--- config.mk ---
export PLATFORM = sky130hd
export DESIGN_NAME = box_hit_judge_flat
export DESIGN_NICKNAME = d
export VERILOG_FILES = /design/src/rtl/box_hit_judge_if.sv /design/src/rtl/box_hit_judge.sv /design/src/flat_wrapper.sv
export SDC_FILE = /design/constraint.sdc
export NUM_CORES = 1
export LEC_CHECK = 0
export BUFFER_PORTS_ARGS = -buffer_cell sky130_fd_sc_hd__buf_2
export CAP_MARGIN = 25
export CORE_MARGIN = 1.5
export CORE_UTILIZATION = 50
export CTS_BUF_LIST = sky130_fd_sc_hd__clkbuf_8 sky130_fd_sc_hd__clkbuf_16
export CTS_CLUSTER_SIZE = 16
export DETAILED_ROUTE_END_ITERATION = 7
export GPL_ROUTABILITY_DRIVEN = 0
export PLACE_DENSITY_LB_ADDON = 0.25
export SYNTH_ARGS = -nofsm -noshare
export SYNTH_HDL_FRONTEND = slang
export SYNTH_SLANG_ARGS = --single-unit
--- constraint.sdc ---
create_clock -name CLOCK_50 -period 2.2 [get_ports CLOCK_50]
set_input_delay 0.22 -clock CLOCK_50 [delete_from_list [all_inputs] [get_ports CLOCK_50]]
set_output_delay 0.22 -clock CLOCK_50 [all_outputs]
set_load 0.01 [all_outputs]
--- src/rtl/box_hit_judge_if.sv ---
// ---------------------------------------------------------------------------
// box_hit_judge_if
//   Signal bundle between the target generator / player input side (master)
//   and the round judge (slave).
//
//   Handshake: box_valid and hit_valid are single-cycle pulses from the
//   master. A new target is taken only while ready is high. The master does
//   not wait on ready: a pulse that arrives while ready is low is dropped,
//   not held. result_valid is a single-cycle pulse from the judge that
//   qualifies result_hit. There is no back-pressure on results.
//
//   Ports (master view):
//     box_valid, box[2:0]     out  new target pulse and box id
//     hit_valid, hit_box[2:0] out  player strike pulse and struck box id
//     ready                   in   judge idle, target accepted
//     target[2:0]             in   latched target, 0 when no round is active
//     flash                   in   flash request for target
//     result_valid            in   round outcome pulse
//     result_hit              in   outcome: 1 = hit, 0 = miss or timeout
//     score[7:0]              in   saturating hit count
//     lives_left[1:0]         in   remaining lives
//     game_over               in   game finished
// ---------------------------------------------------------------------------
interface box_hit_judge_if;
    logic       box_valid;
    logic [2:0] box;
    logic       hit_valid;
    logic [2:0] hit_box;
    logic       ready;
    logic [2:0] target;
    logic       flash;
    logic       result_valid;
    logic       result_hit;
    logic [7:0] score;
    logic [1:0] lives_left;
    logic       game_over;

    modport master (
        output box_valid, box, hit_valid, hit_box,
        input  ready, target, flash, result_valid, result_hit,
               score, lives_left, game_over
    );

    modport slave (
        input  box_valid, box, hit_valid, hit_box,
        output ready, target, flash, result_valid, result_hit,
               score, lives_left, game_over
    );
endinterface

--- src/rtl/box_hit_judge.sv ---
// ---------------------------------------------------------------------------
// box_hit_judge
//   Round judge for whack-a-box. Each accepted target arms a response window
//   of WINDOW_CYCLES clocks while flash is high. A strike or a timeout closes
//   the round with a one-cycle result pulse. The judge keeps a saturating
//   score and counts lives down to game over.
//
//   Ports:
//     CLOCK_50      in   system clock, rising edge
//     reset_signal  in   synchronous active-high reset
//     bus           slave side of box_hit_judge_if (targets, strikes, status)
//     state_dbg     out  current FSM state (0 IDLE, 1 ARMED, 2 RESULT, 3 OVER)
// ---------------------------------------------------------------------------
module box_hit_judge #(
    parameter int WINDOW_CYCLES = 50000000,
    parameter int LIVES         = 3
) (
    input  logic            CLOCK_50,
    input  logic            reset_signal,
    box_hit_judge_if.slave  bus,
    output logic [1:0]      state_dbg
);

    typedef enum logic [1:0] {
        S_IDLE   = 2'd0,
        S_ARMED  = 2'd1,
        S_RESULT = 2'd2,
        S_OVER   = 2'd3
    } state_t;

    // The timer counts WINDOW_CYCLES-1 down to 0. That value always fits in
    // $clog2(WINDOW_CYCLES) bits.
    localparam int            TW         = (WINDOW_CYCLES > 2) ? $clog2(WINDOW_CYCLES) : 1;
    localparam logic [TW-1:0] TIMER_LOAD = TW'(WINDOW_CYCLES - 1);
    localparam logic [1:0]    LIVES_INIT = 2'(LIVES);

    state_t        state_q, state_d;
    logic [2:0]    target_q, target_d;
    logic [TW-1:0] timer_q, timer_d;
    logic [7:0]    score_q, score_d;
    logic [1:0]    lives_q, lives_d;
    logic          hit_q, hit_d;

    logic box_legal;
    assign box_legal = (bus.box >= 3'd2) && (bus.box <= 3'd5);

    always_ff @(posedge CLOCK_50) begin
        if (reset_signal) begin
            state_q  <= S_IDLE;
            target_q <= 3'd0;
            timer_q  <= '0;
            score_q  <= 8'd0;
            lives_q  <= LIVES_INIT;
            hit_q    <= 1'b0;
        end else begin
            state_q  <= state_d;
            target_q <= target_d;
            timer_q  <= timer_d;
            score_q  <= score_d;
            lives_q  <= lives_d;
            hit_q    <= hit_d;
        end
    end

    always_comb begin
        state_d  = state_q;
        target_d = target_q;
        timer_d  = timer_q;
        score_d  = score_q;
        lives_d  = lives_q;
        hit_d    = hit_q;

        case (state_q)
            S_IDLE: begin
                if (bus.box_valid && box_legal) begin
                    target_d = bus.box;
                    timer_d  = TIMER_LOAD;
                    state_d  = S_ARMED;
                end
            end

            S_ARMED: begin
                // A strike takes priority over the timeout. A strike that lands
                // on the last window cycle is still judged as a strike.
                if (bus.hit_valid) begin
                    state_d = S_RESULT;
                    if (bus.hit_box == target_q) begin
                        hit_d   = 1'b1;
                        score_d = (score_q != 8'hFF) ? score_q + 8'd1 : score_q;
                    end else begin
                        hit_d   = 1'b0;
                        lives_d = (lives_q != 2'd0) ? lives_q - 2'd1 : 2'd0;
                    end
                end else if (timer_q == '0) begin
                    state_d = S_RESULT;
                    hit_d   = 1'b0;
                    lives_d = (lives_q != 2'd0) ? lives_q - 2'd1 : 2'd0;
                end else begin
                    timer_d = timer_q - TW'(1);
                end
            end

            S_RESULT: begin
                target_d = 3'd0;
                state_d  = (lives_q == 2'd0) ? S_OVER : S_IDLE;
            end

            S_OVER: begin
                // Terminal state. Only reset_signal leaves it.
            end

            default: state_d = S_IDLE;
        endcase
    end

    assign bus.ready        = (state_q == S_IDLE);
    assign bus.flash        = (state_q == S_ARMED);
    assign bus.result_valid = (state_q == S_RESULT);
    assign bus.game_over    = (state_q == S_OVER);
    assign bus.target       = target_q;
    assign bus.result_hit   = hit_q;
    assign bus.score        = score_q;
    assign bus.lives_left   = lives_q;
    assign state_dbg        = state_q;

endmodule

--- src/flat_wrapper.sv ---
// flat-port wrapper written by rule: the top's interface ports become plain ports
module box_hit_judge_flat 
#(
    parameter int WINDOW_CYCLES = 50000000,
    parameter int LIVES         = 3
)
  (CLOCK_50, reset_signal, state_dbg, bus_box_valid, bus_box, bus_hit_valid, bus_hit_box, bus_ready, bus_target, bus_flash, bus_result_valid, bus_result_hit, bus_score, bus_lives_left, bus_game_over);
  box_hit_judge_if bus_i ();
  input  logic CLOCK_50;
  input  logic reset_signal;
  output logic [1:0] state_dbg;
  input wire logic [$bits(bus_i.box_valid)-1:0] bus_box_valid;
  input wire logic [$bits(bus_i.box)-1:0] bus_box;
  input wire logic [$bits(bus_i.hit_valid)-1:0] bus_hit_valid;
  input wire logic [$bits(bus_i.hit_box)-1:0] bus_hit_box;
  output wire logic [$bits(bus_i.ready)-1:0] bus_ready;
  output wire logic [$bits(bus_i.target)-1:0] bus_target;
  output wire logic [$bits(bus_i.flash)-1:0] bus_flash;
  output wire logic [$bits(bus_i.result_valid)-1:0] bus_result_valid;
  output wire logic [$bits(bus_i.result_hit)-1:0] bus_result_hit;
  output wire logic [$bits(bus_i.score)-1:0] bus_score;
  output wire logic [$bits(bus_i.lives_left)-1:0] bus_lives_left;
  output wire logic [$bits(bus_i.game_over)-1:0] bus_game_over;
  assign bus_i.box_valid = bus_box_valid;
  assign bus_i.box = bus_box;
  assign bus_i.hit_valid = bus_hit_valid;
  assign bus_i.hit_box = bus_hit_box;
  assign bus_ready = bus_i.ready;
  assign bus_target = bus_i.target;
  assign bus_flash = bus_i.flash;
  assign bus_result_valid = bus_i.result_valid;
  assign bus_result_hit = bus_i.result_hit;
  assign bus_score = bus_i.score;
  assign bus_lives_left = bus_i.lives_left;
  assign bus_game_over = bus_i.game_over;
  box_hit_judge #(.WINDOW_CYCLES(WINDOW_CYCLES), .LIVES(LIVES)) u_core (.CLOCK_50(CLOCK_50), .reset_signal(reset_signal), .bus(bus_i), .state_dbg(state_dbg));
endmodule
Word-level counts from Yosys, hierarchy flattened. Cells that the tools add are included.

Bits in latches: 0. Register bits after elaboration: 42. Word-level logic and storage cells: 55. Memory bits (writable): 0. Bits in read-only memories: 0. Memories kept: 0.

Multiplexer cells: 18. Reduce and logical (&&, ||, !) cells: 16. $lt $le $gt $ge: 2. Divide/modulo/power cells: 0. Shift operators: 0. Equal/unequal tests: 10. $add $sub $neg: 3. Bitwise gates (word level): 0. Multiply operators: 0.

Operators with widths (number): $mux W26 (3); $pmux W26 S2 (1); $logic_not A26 Y1 (1); $sub A26 B1 Y26 const B (1); $mux W2 (8); $add A8 B1 Y8 const B (1); $ne A8 B8 Y1 const B (1); $reduce_and A4 Y1 (2); $reduce_bool A2 Y1 (4); $ne A2 B2 Y1 const B (3); $pmux W2 S3 (1); $pmux W3 S2 (1); $reduce_and A3 Y1 (2); $eq A2 B2 Y1 const B (2); $logic_not A2 Y1 (2); $reduce_and A2 Y1 (2); $eq A3 B3 Y1 (1); $ge A3 B2 Y1 const B (1); $le A3 B3 Y1 const B (1); $mux W1 (3); $mux W3 (1); $ne A3 B2 Y1 const B (1); $reduce_bool A3 Y1 (1); $eq A2 B1 Y1 const B (1); other kinds (3) (4).

Logic depth before layout (Yosys ltp).
Depth after elaboration: 5. Gate-level depth with buffers: 10.

Least setup slack after synthesis. Ideal clock, no wire load.

Path kind: reg2reg. From: reg u_core.state_q[1] (netlist: u_core.state_dbg[1]). To: reg u_core.timer_q[9]. Cell stages (with the launch flop): 10. Path slack: -136 ps. Buffers on the path: 2. Arrival time: 2276 ps. Library setup time: 59 ps. Data required time: 2141 ps. Path through: dfxtp_1 -> inv_1 -> ha_1 -> clkbuf_1 -> nor3b_1 -> a41oi_1 -> buf_1 -> a211o_1 -> or4_1 -> nand2_1.

Longest elaborated chain between the ends: 3. Elaborated cells on any way between the ends: 8. Classes of those cells: eq/ne: 4; mux: 1; reduce/logical: 3.

RTL lines: from (decl) (line box_hit_judge.sv:37) `state_t state_q, state_d;`; from (signal assigned) (line box_hit_judge.sv:56) `state_q <= state_d;`; $eq A2 B1 Y1 *; via bus_flash (line flat_wrapper.sv:18) `output wire logic [$bits(bus_i.flash)-1:0] bus_flash;`; $ne A2 B2 Y1 (no line) or $reduce_bool A2 Y1 (tied branches); $reduce_and A4 Y1 (no line); to (signal assigned) (line box_hit_judge.sv:58) `timer_q <= timer_d;`; to (decl) (line box_hit_judge.sv:39) `logic [TW-1:0] timer_q, timer_d;`.

The timed path passes the listed nets; every way through them passes the cells marked *. A chain may end at the register's enable or synchronous reset.

Worst setup path after layout.
From: reg u_core.timer_q[4]. To: reg u_core.timer_q[12].

Longest elaborated chain between the ends: 4. Elaborated cells on any way between the ends: 7. Classes of those cells: add/sub: 1; eq/ne: 1; mux: 3; reduce/logical: 2.

RTL lines: $sub A26 B1 Y26 (line box_hit_judge.sv:99) `timer_d = timer_q - TW'(1);`; $mux W26 (line box_hit_judge.sv:94) `end else if (timer_q == '0) begin`; $mux W26 (line box_hit_judge.sv:85) `if (bus.hit_valid) begin`; $pmux W26 S2 (line box_hit_judge.sv:73) `case (state_q)`.

Parallel ways exist; a longest one is shown, timed or not. The select of a mux whose other input is x is not followed.

==> metrics.txt <==
# setup viols final 0; global-route wire length before repair 8.80 mm; Worst-path clk slew 90 ps; final WL 5.31 mm; gr ovfl total 0; Fmax 469 MHz; core area 0.00441 sq mm; Synthesis Warnings 0; Post-synth EDFFs 0; Worst slew margin 70.1%; Routed Antenna Nets 0; post-synth cell types 51; Hold Buf Count CTS 0; Arrival @ worst endpoint 2320 ps; final hold viol count 0; via count 2132; top_reg_cell synth dfxtp_1; max_cap viols 0; I/O Pins 30; initial antenna violation count 0; post-layout minimum cycle time 2130 ps; Buffers on Ports 29; H-tree lvl count 2; Ant. Diodes 0; drt first pass iters 6; main area contributors after synthesis dfxtp_1, xnor2_1, nor2_1; post-DR vias/cell 6.02; # clock sinks 42; status finished, final reports clean; final instance area 0.00279 sq mm; PD cells 818 mW/mm^2; Required @ worst endpoint 2390 ps; period utilization 96.9%; CP delay by family, top simple AND/OR/NAND/NOR gates; Final #Nets 317; worst hold margin 156 ps; Synth top area share 36.0%; measured slew at the worst slew-check pin 446 ps; num rows 24; GRT Total Usage 21.3%; placed inst area 0.00261 sq mm; clk root buf clkbuf_8; Initial Utilization 52.9%; worst-path fanout max 8; Area Overhead vs Synth 19.4%; critical path class flip-flop to flip-flop; DR WL/cell 15.0 um; die width 71.3 um; clock tree buffer depth 2; pin count of the biggest net entering global routing 21; Worst-Skew Late Latency 300 ps; vias in the first global route 1897; CP Buf/Inv Count 1; post-synthesis cell count 258; leakage power 1.02 nW; worst hold path class primary input to flip-flop; CP endpoint kind flip-flop; Final Skew 8.49 ps; die height 71.3 um; crit path cell chain or4_4 > or3_1 > buf_6 > a2111oi_4 > xnor2_1 > a21oi_1; layout cells sized above 1 25.5%; register area share after synthesis 36.0%; final-report max-slew violation count 0; cell accounting for the most synthesized area dfxtp_1; Post-Syn Area per Cell 9.04 sq um; DR iter-0 viols 129; startpoint types flip-flop; DRC Markers 0; Crit path largest cell delay 570 ps; dpl hpwl 3.72 mm; die area 0.00509 sq mm; #FFs+latches synth 42; synthesized area 0.00233 sq mm; ys async rst share 0%; TritonCTS buffer count 5; syn_nets 274; clock tree from TritonCTS yes; CP max stage cell or4_4; VDD IR max 0.000522 V
## worst register-to-register path, stage by stage (launching register included)
cell and delay (ps):
dfxtp_1 340, or4_4 570, or3_1 380, buf_6 170
a2111oi_4 340, xnor2_1 150, a21oi_1 80
## worst paths after layout
kind,start,to,slack (ps),cells after the start
setup / recovery,u_core.timer_q[4]$_SDFFE_PP0P_,u_core.timer_q[12]$_SDFFE_PP0P_,70,6
hold / removal,bus_box[0],u_core.bus.target[0]$_SDFFE_PP0P_,160,3
setup reg to reg,u_core.timer_q[4]$_SDFFE_PP0P_,u_core.timer_q[12]$_SDFFE_PP0P_,70,6
hold reg to reg,u_core.timer_q[0]$_SDFFE_PP0P_,u_core.timer_q[0]$_SDFFE_PP0P_,490,1
## stage by stage
stage / utilization [%] / worst slack [ps] / instances / power, W / setup TNS, ps
after floorplan: - / 27.5 / 258 / 0.00148 / 0
after detailed placement: 59.2 / 51.2 / 345 / 0.00167 / 0
after CTS: 61.3 / 33.7 / 353 / 0.00220 / 0
after global routing: 63.1 / -1.04 / 354 / 0.00242 / -1.66
after global placement: 59.2 / 81.5 / 345 / 0.00166 / 0
final: 63.1 / 67.5 / 354 / 0.00228 / 0
## sequential cells by signal, summed over array words and instances, names as in the netlist
register and flops:
u_core.bus.result_hit 1, u_core.bus.lives_left 2, u_core.timer_q 26, u_core.state_dbg 2
u_core.bus.score 8, u_core.bus.target 3
## Yosys cell counts (5+ instances only)
master and number:
dfxtp_1 42, nor2_1 23, a21oi_1 14, a31oi_1 12
or3_1 11, or4_1 11, xnor2_1 11, inv_1 10
nand2_1 8, nand3_1 8, o31ai_1 8, clkbuf_1 7
nand2b_1 7, ha_1 6, o21ai_0 5
## cell families after synthesis
logic type / after synthesis / synth area share, %
fa+ha+maj: 6 / 3.22
mux: 3 / 1.29
buf+inv: 23 / 4.72
xor+xnor: 15 / 5.63
simple gates: 100 / 27.3
compound gates: 69 / 21.8
flops: 42 / 36.0
## area by class of cell
cell class,instances,area [sq um]
sequential,42,842
clock inverter,3,25.0
fill,387,1630
inverter,10,37.5
tap,52,65.1
timing repair buffer,49,299
multi-input combinational,193,1450
clock buffer,5,68.8
## timing repair
action	in CTS	in global routing
endpoints found under the setup margin	0	19
buffers inserted	0	1
resized for setup	0	10
## metal layers
layer / up-vias / routed length, um / track usage, %
li1: 1070 / - / -
met1: 1009 / 2560 / 30.3
met2: 48 / 2470 / 31.8
met3: 5 / 227 / 5.20
met4: 0 / 60 / 6.92
met5: - / 0 / 0
## where the power goes
part	leakage, nW	switching [W]	internal [W]
Clock	0.0447	0.000299	0.000229
Sequential	0.343	0.0000770	0.000832
Combinational	0.637	0.000490	0.000353
## layout by cell type, fill, tap and decap left out, types with 5 or more instances in the layout
master and instances:
a21oi_1 13, a31oi_1 12, buf_2 29, buf_4 19, clkbuf_8 5, dfxtp_1 41, ha_1 5, inv_1 10
nand2_1 8, nand2b_1 7, nand3_1 8, nor2_1 23, o21ai_0 5, o31ai_1 8, or3_1 11, or4_1 10
xnor2_1 11
No activity file was read; power rests on OpenSTA's default activity.
